**src/rtl/boss_hp_tracker.sv**
```systemverilog
// Boss hit-point tracker: shot/hitbox collision, damage with invulnerability
// cooldowns, fight phase decode and sticky death flag.
module boss_hp_tracker #(
    parameter int HP_MAX     = 450,
    parameter int DAMAGE     = 10,
    parameter int PH2_TH     = 300,
    parameter int PH3_TH     = 150,
    parameter int BOSS_W     = 64,
    parameter int BOSS_H     = 48,
    parameter int HIT_COOL   = 8,
    parameter int PHASE_COOL = 32
) (
    input  logic       clk22,
    input  logic       rst,
    input  logic       boss,
    input  logic [9:0] bossx,
    input  logic [9:0] bossy,
    input  logic       shot_valid,
    input  logic [9:0] shotx,
    input  logic [9:0] shoty,
    output logic [9:0] bosshp,
    output logic       hit,
    output logic       shot_kill,
    output logic [1:0] boss_phase,
    output logic       boss_dead
);

    localparam int CW = (PHASE_COOL > HIT_COOL) ? $clog2(PHASE_COOL) : $clog2(HIT_COOL);

    typedef enum logic [1:0] {WAIT, FIGHT, COOL, DEAD} state_t;

    state_t        state, state_n;
    logic [CW-1:0] cnt, cnt_n;
    logic [9:0]    hp_n, hp_dmg;
    logic          hit_n, kill_n, dead_n;
    logic [10:0]   box_r, box_b;
    logic          coll, crossed;

    // Right/bottom edges in 11 bits so a boss near x=1023 does not wrap.
    assign box_r = {1'b0, bossx} + 11'(BOSS_W);
    assign box_b = {1'b0, bossy} + 11'(BOSS_H);
    assign coll  = shot_valid
                   && (shotx >= bossx) && ({1'b0, shotx} < box_r)
                   && (shoty >= bossy) && ({1'b0, shoty} < box_b);

    assign hp_dmg  = (bosshp > 10'(DAMAGE)) ? bosshp - 10'(DAMAGE) : '0;
    assign crossed = ((bosshp > 10'(PH2_TH)) && (hp_dmg <= 10'(PH2_TH)))
                  || ((bosshp > 10'(PH3_TH)) && (hp_dmg <= 10'(PH3_TH)));

    always_ff @(posedge clk22 or negedge rst) begin
        if (!rst) begin
            state     <= WAIT;
            cnt       <= '0;
            bosshp    <= 10'(HP_MAX);
            hit       <= 1'b0;
            shot_kill <= 1'b0;
            boss_dead <= 1'b0;
        end else begin
            state     <= state_n;
            cnt       <= cnt_n;
            bosshp    <= hp_n;
            hit       <= hit_n;
            shot_kill <= kill_n;
            boss_dead <= dead_n;
        end
    end

    always_comb begin
        state_n = state;
        cnt_n   = cnt;
        hp_n    = bosshp;
        hit_n   = 1'b0;
        kill_n  = 1'b0;
        dead_n  = boss_dead;
        unique case (state)
            WAIT: begin
                if (boss) state_n = FIGHT;
            end
            FIGHT: begin
                if (!boss) begin
                    state_n = WAIT;
                    cnt_n   = '0;
                end else if (coll) begin
                    hp_n   = hp_dmg;
                    hit_n  = 1'b1;
                    kill_n = 1'b1;
                    if (hp_dmg == '0) begin
                        state_n = DEAD;
                        dead_n  = 1'b1;
                    end else begin
                        state_n = COOL;
                        cnt_n   = crossed ? CW'(PHASE_COOL - 1) : CW'(HIT_COOL - 1);
                    end
                end
            end
            COOL: begin
                if (!boss) begin
                    state_n = WAIT;
                    cnt_n   = '0;
                end else begin
                    kill_n = coll;
                    if (cnt == '0) state_n = FIGHT;
                    else           cnt_n   = cnt - 1'b1;
                end
            end
            DEAD: begin
                hp_n   = '0;
                dead_n = 1'b1;
            end
            default: state_n = WAIT;
        endcase
    end

    always_comb begin
        if (bosshp == '0)                boss_phase = 2'd0;
        else if (bosshp <= 10'(PH3_TH))  boss_phase = 2'd3;
        else if (bosshp <= 10'(PH2_TH))  boss_phase = 2'd2;
        else                             boss_phase = 2'd1;
    end

endmodule

```
**config.mk**
```make
export PLATFORM = sky130hd
export DESIGN_NAME = boss_hp_tracker
export DESIGN_NICKNAME = d
export VERILOG_FILES = /design/src/rtl/boss_hp_tracker.sv
export SDC_FILE = /design/constraint.sdc
export NUM_CORES = 1
export LEC_CHECK = 0
export CAP_MARGIN = 20
export CORE_MARGIN = 1.5
export CORE_UTILIZATION = 70
export DETAILED_ROUTE_END_ITERATION = 16
export DONT_BUFFER_PORTS = 1
export GPL_ROUTABILITY_DRIVEN = 0
export PLACE_DENSITY = 0.87
export REMOVE_ABC_BUFFERS = 1
export SLEW_MARGIN = 10
export SYNTH_ARGS = -nofsm -noshare
export SYNTH_HDL_FRONTEND = slang
export SYNTH_SLANG_ARGS = --single-unit
```
**constraint.sdc**
```tcl
create_clock -name clk22 -period 8.18 [get_ports clk22]
set_clock_uncertainty 0.15 [all_clocks]
set_input_delay 1.636 -clock clk22 [delete_from_list [all_inputs] [get_ports clk22]]
set_output_delay 1.636 -clock clk22 [all_outputs]
set_load 0.1 [all_outputs]
```
==> run_results.csv <==
group,metric,value,unit
status,status,"completed",
routing,vias,2468,
routing,dr.first_iter.drc_count,183,
worst_hold_path,min_delay_path_depth,1,
worst_hold_path,hp-class,"reg -> reg",
yosys,syn_area,2670,um^2
worst_setup_path,regToRegSetupSlack,4350,ps
yosys,synthArstFlopShare,100,%
worst_setup_path,arrival,3210,ps
cells_and_area,final_nets,400,
power,pwr-share-clk,17.9,%
worst_setup_path,critPathKind,"reg -> out",
global_routing,grt_pass1_wl,10.0,mm
timing,finalCritPeriodShare,61.1,%
clock_network,root_buffer,"clkbuf_8",
routing,met2WireLength,2.98,mm
timing,setup_ws,3180,ps
yosys,syn_inst,316,
floorplan,start_util,73.0,%
worst_setup_path,critPathMaxFanout,11,
cells_and_area,post-route-util,74.1,%
routing,routed.top_layer,"met4",
clock_network,cts_setup_buffers,0,
timing,hold_viol,0,
power,p_total,0.443,mW
clock_network,insertion_delay,270,ps
clock_network,cts_tree,"yes",
routing,ant_nets,0,
floorplan,die_h,64.8,um
yosys,avgSynthCellArea,8.45,um^2
yosys,ys_types,75,
power,combinationalPowerShare,43.0,%
cells_and_area,instances_no_fill,361,
timing,worst_slew_pin_slew,1190,ps
yosys,synth_compound_area_share,30.0,%
power,max-vdd-ir-drop,0.189,mV
timing,slew_headroom,21.0,%
global_routing,grt_max_degree,21,
placement,dp.cells,356,
clock_network,clock-sinks,20,
clock_network,htree_num_levels,1,
worst_setup_path,cp-start-kind,"flip-flop",
worst_setup_path,cp-end-kind,"primary output",
yosys,synthAdderAreaFrac,19.7,%
cells_and_area,final_cell_mix,"42 x ha_1, 37 x inv_1, 20 x nand2_1",
floorplan,dieArea,4200,um^2
power,p_switching,0.215,mW
routing,post_drt_wl_per_cell,17.1,um
timing,maxSlewViolCount,0,
power,p_leak,1.32,nW
yosys,ys_warn_count,0,
worst_setup_path,critical_path_required,6390,ps
global_routing,grt_overflow,0,
placement,pre_cts_ws,3450,ps
yosys,ys_ff_latch,20,
floorplan,num_rows,22,
routing,drc,0,
worst_setup_path,r2r-start,"bosshp[1]",
timing,setup_viol,0,
yosys,synth_ff_type,"dfrtp_1",
job,maxCapViolations,0,
timing,fin_tns_setup,0,ps
yosys,synthMuxAreaShare,1.64,%
placement,port_buffers,0,
global_routing,grt_pass1_vias,2352,
worst_hold_path,min_to,"cnt[3]",
clock_network,ctsResizeCount,0,
routing,routed-wl-met3,561,um
cells_and_area,syn_to_final_growth,1.59,%
timing,max_freq,200,MHz
floorplan,io_pins,59,
global_routing,antenna_found_initial,0,
worst_hold_path,hp-start,"cnt[3]",
worst_setup_path,r2r_cells,9,
cells_and_area,drive_gt1_share,11.2,%
floorplan,die-width,64.8,um
yosys,synth_edf_count,0,
worst_setup_path,timing.rr.end,"cnt[3]",
cells_and_area,antenna_cells,0,
routing,drt-pass1-iter-count,5,
routing,post_drt_via_cell_ratio,6.84,
global_routing,track_usage,30.0,%
clock_network,clk_pin_slew,80,ps
power,power_density,163,nW/um^2
timing,period_minus_slack,5000,ps
yosys,ys_seq_area_share,18.9,%
clock_network,cts_made_buffers,3,
power,sequentialPowerShare,39.1,%
floorplan,coreArea,3660,um^2
clock_network,clockBufferDepth,2,
timing,rsz0062_at_grt,"no",
yosys,synthSimpleGateAreaFrac,17.0,%
power,switching_share,48.7,%
yosys,synth_top_family_by_area,"compound AO/OA/AOI/OAI gates",
placement,hpwl,4.64,mm
cells_and_area,layout_commonest_cell,"ha_1",
power,power.internal,0.227,mW
clock_network,holdBufCountCts,0,
yosys,synth_xor_area_share,2.30,%
routing,met1_length,2.46,mm
routing,drt-total-wl,6.16,mm
-- worst max-delay path, stage by stage, from the launching register on --
cell	delay, ps
dfstp_2	980
inv_1	180
ha_1	240
a21oi_1	130
o21ai_0	90
a21oi_1	290
inv_1	90
a21oi_2	930
-- per-stage QoR --
stage	area [um^2]	hold WS (ps)
2_1_floorplan	2530	340
3_3_place_gp	2630	369
3_5_place_dp	2630	383
4_1_cts	2690	401
5_1_grt	2710	428
6_report	2710	409
-- layer usage --
metal  vias up  global-route usage, %
met5         -                      0
met4         0                   11.2
met3        19                   5.03
met2       141                   54.6
met1      1135                   34.9
li1       1173                      -
-- registers in the layout (all words and copies together) (netlist names) --
register / count
state: 2
bosshp: 10
hit: 1
boss_dead: 1
shot_kill: 1
cnt: 5
-- worst max path at each step --
stage | startpoint | endpoint | depth (start not counted)
3_5_place_dp | bossy[4] | cnt[1] | 11
4_1_cts | bosshp[2] | boss_phase[0] | 6
5_1_grt | bosshp[1] | boss_phase[0] | 7
2_1_floorplan | bosshp[3] | boss_phase[0] | 6
6_report | bosshp[1] | boss_phase[0] | 7
3_3_place_gp | bosshp[1] | boss_phase[0] | 7
-- layout make-up --
cell class	instances	area, um^2
multi-input combinational	246	1890
fill	284	947
sequential	20	505
inverter	38	143
tap	48	60.1
timing repair buffer	5	57.6
clock buffer	4	55.1
-- cells in the mapped netlist (3+ instances only) --
cell | number | area [um^2]
a2111oi_0 | 3 | 26.3
a211o_1 | 4 | 35.0
a211oi_1 | 9 | 67.6
a21o_1 | 10 | 75.1
a21oi_1 | 18 | 90.1
a31oi_1 | 3 | 18.8
clkbuf_1 | 5 | 18.8
dfrtp_1 | 16 | 400
dfstp_2 | 4 | 105
ha_1 | 42 | 526
inv_1 | 37 | 139
mux2_2 | 3 | 33.8
nand2_1 | 20 | 75.1
nand2b_1 | 4 | 25.0
nand3_1 | 5 | 25.0
nand4_1 | 4 | 25.0
nor2_1 | 17 | 63.8
nor2b_1 | 6 | 37.5
nor3_1 | 6 | 30.0
o2111ai_1 | 5 | 43.8
o211ai_1 | 3 | 22.5
o21a_1 | 4 | 30.0
o21ai_0 | 18 | 90.1
xnor2_1 | 6 | 52.6
-- power groups by stage --
stage	Sequential [mW]	Clock, mW	Combinational (mW)
global placement	0.173	0	0.180
global route	0.175	0.0839	0.212
floorplan	0.169	0	0.158
CTS	0.172	0.0801	0.189
detailed placement	0.174	0	0.187
finish	0.173	0.0793	0.190
-- kinds of logic (layout without fill, tap and decap cells) --
| family | count (synthesis) | count (layout) |
|---|---|---|
| buffers and inverters | 50 | 47 |
| and+or+nand+nor | 84 | 84 |
| xor gates and xnor gates | 7 | 7 |
| AOI/OAI and AO/OA | 109 | 109 |
| muxes | 4 | 4 |
| DFF | 20 | 20 |
| adders and majority gates | 42 | 42 |
(Power assumes the default switching activity.)
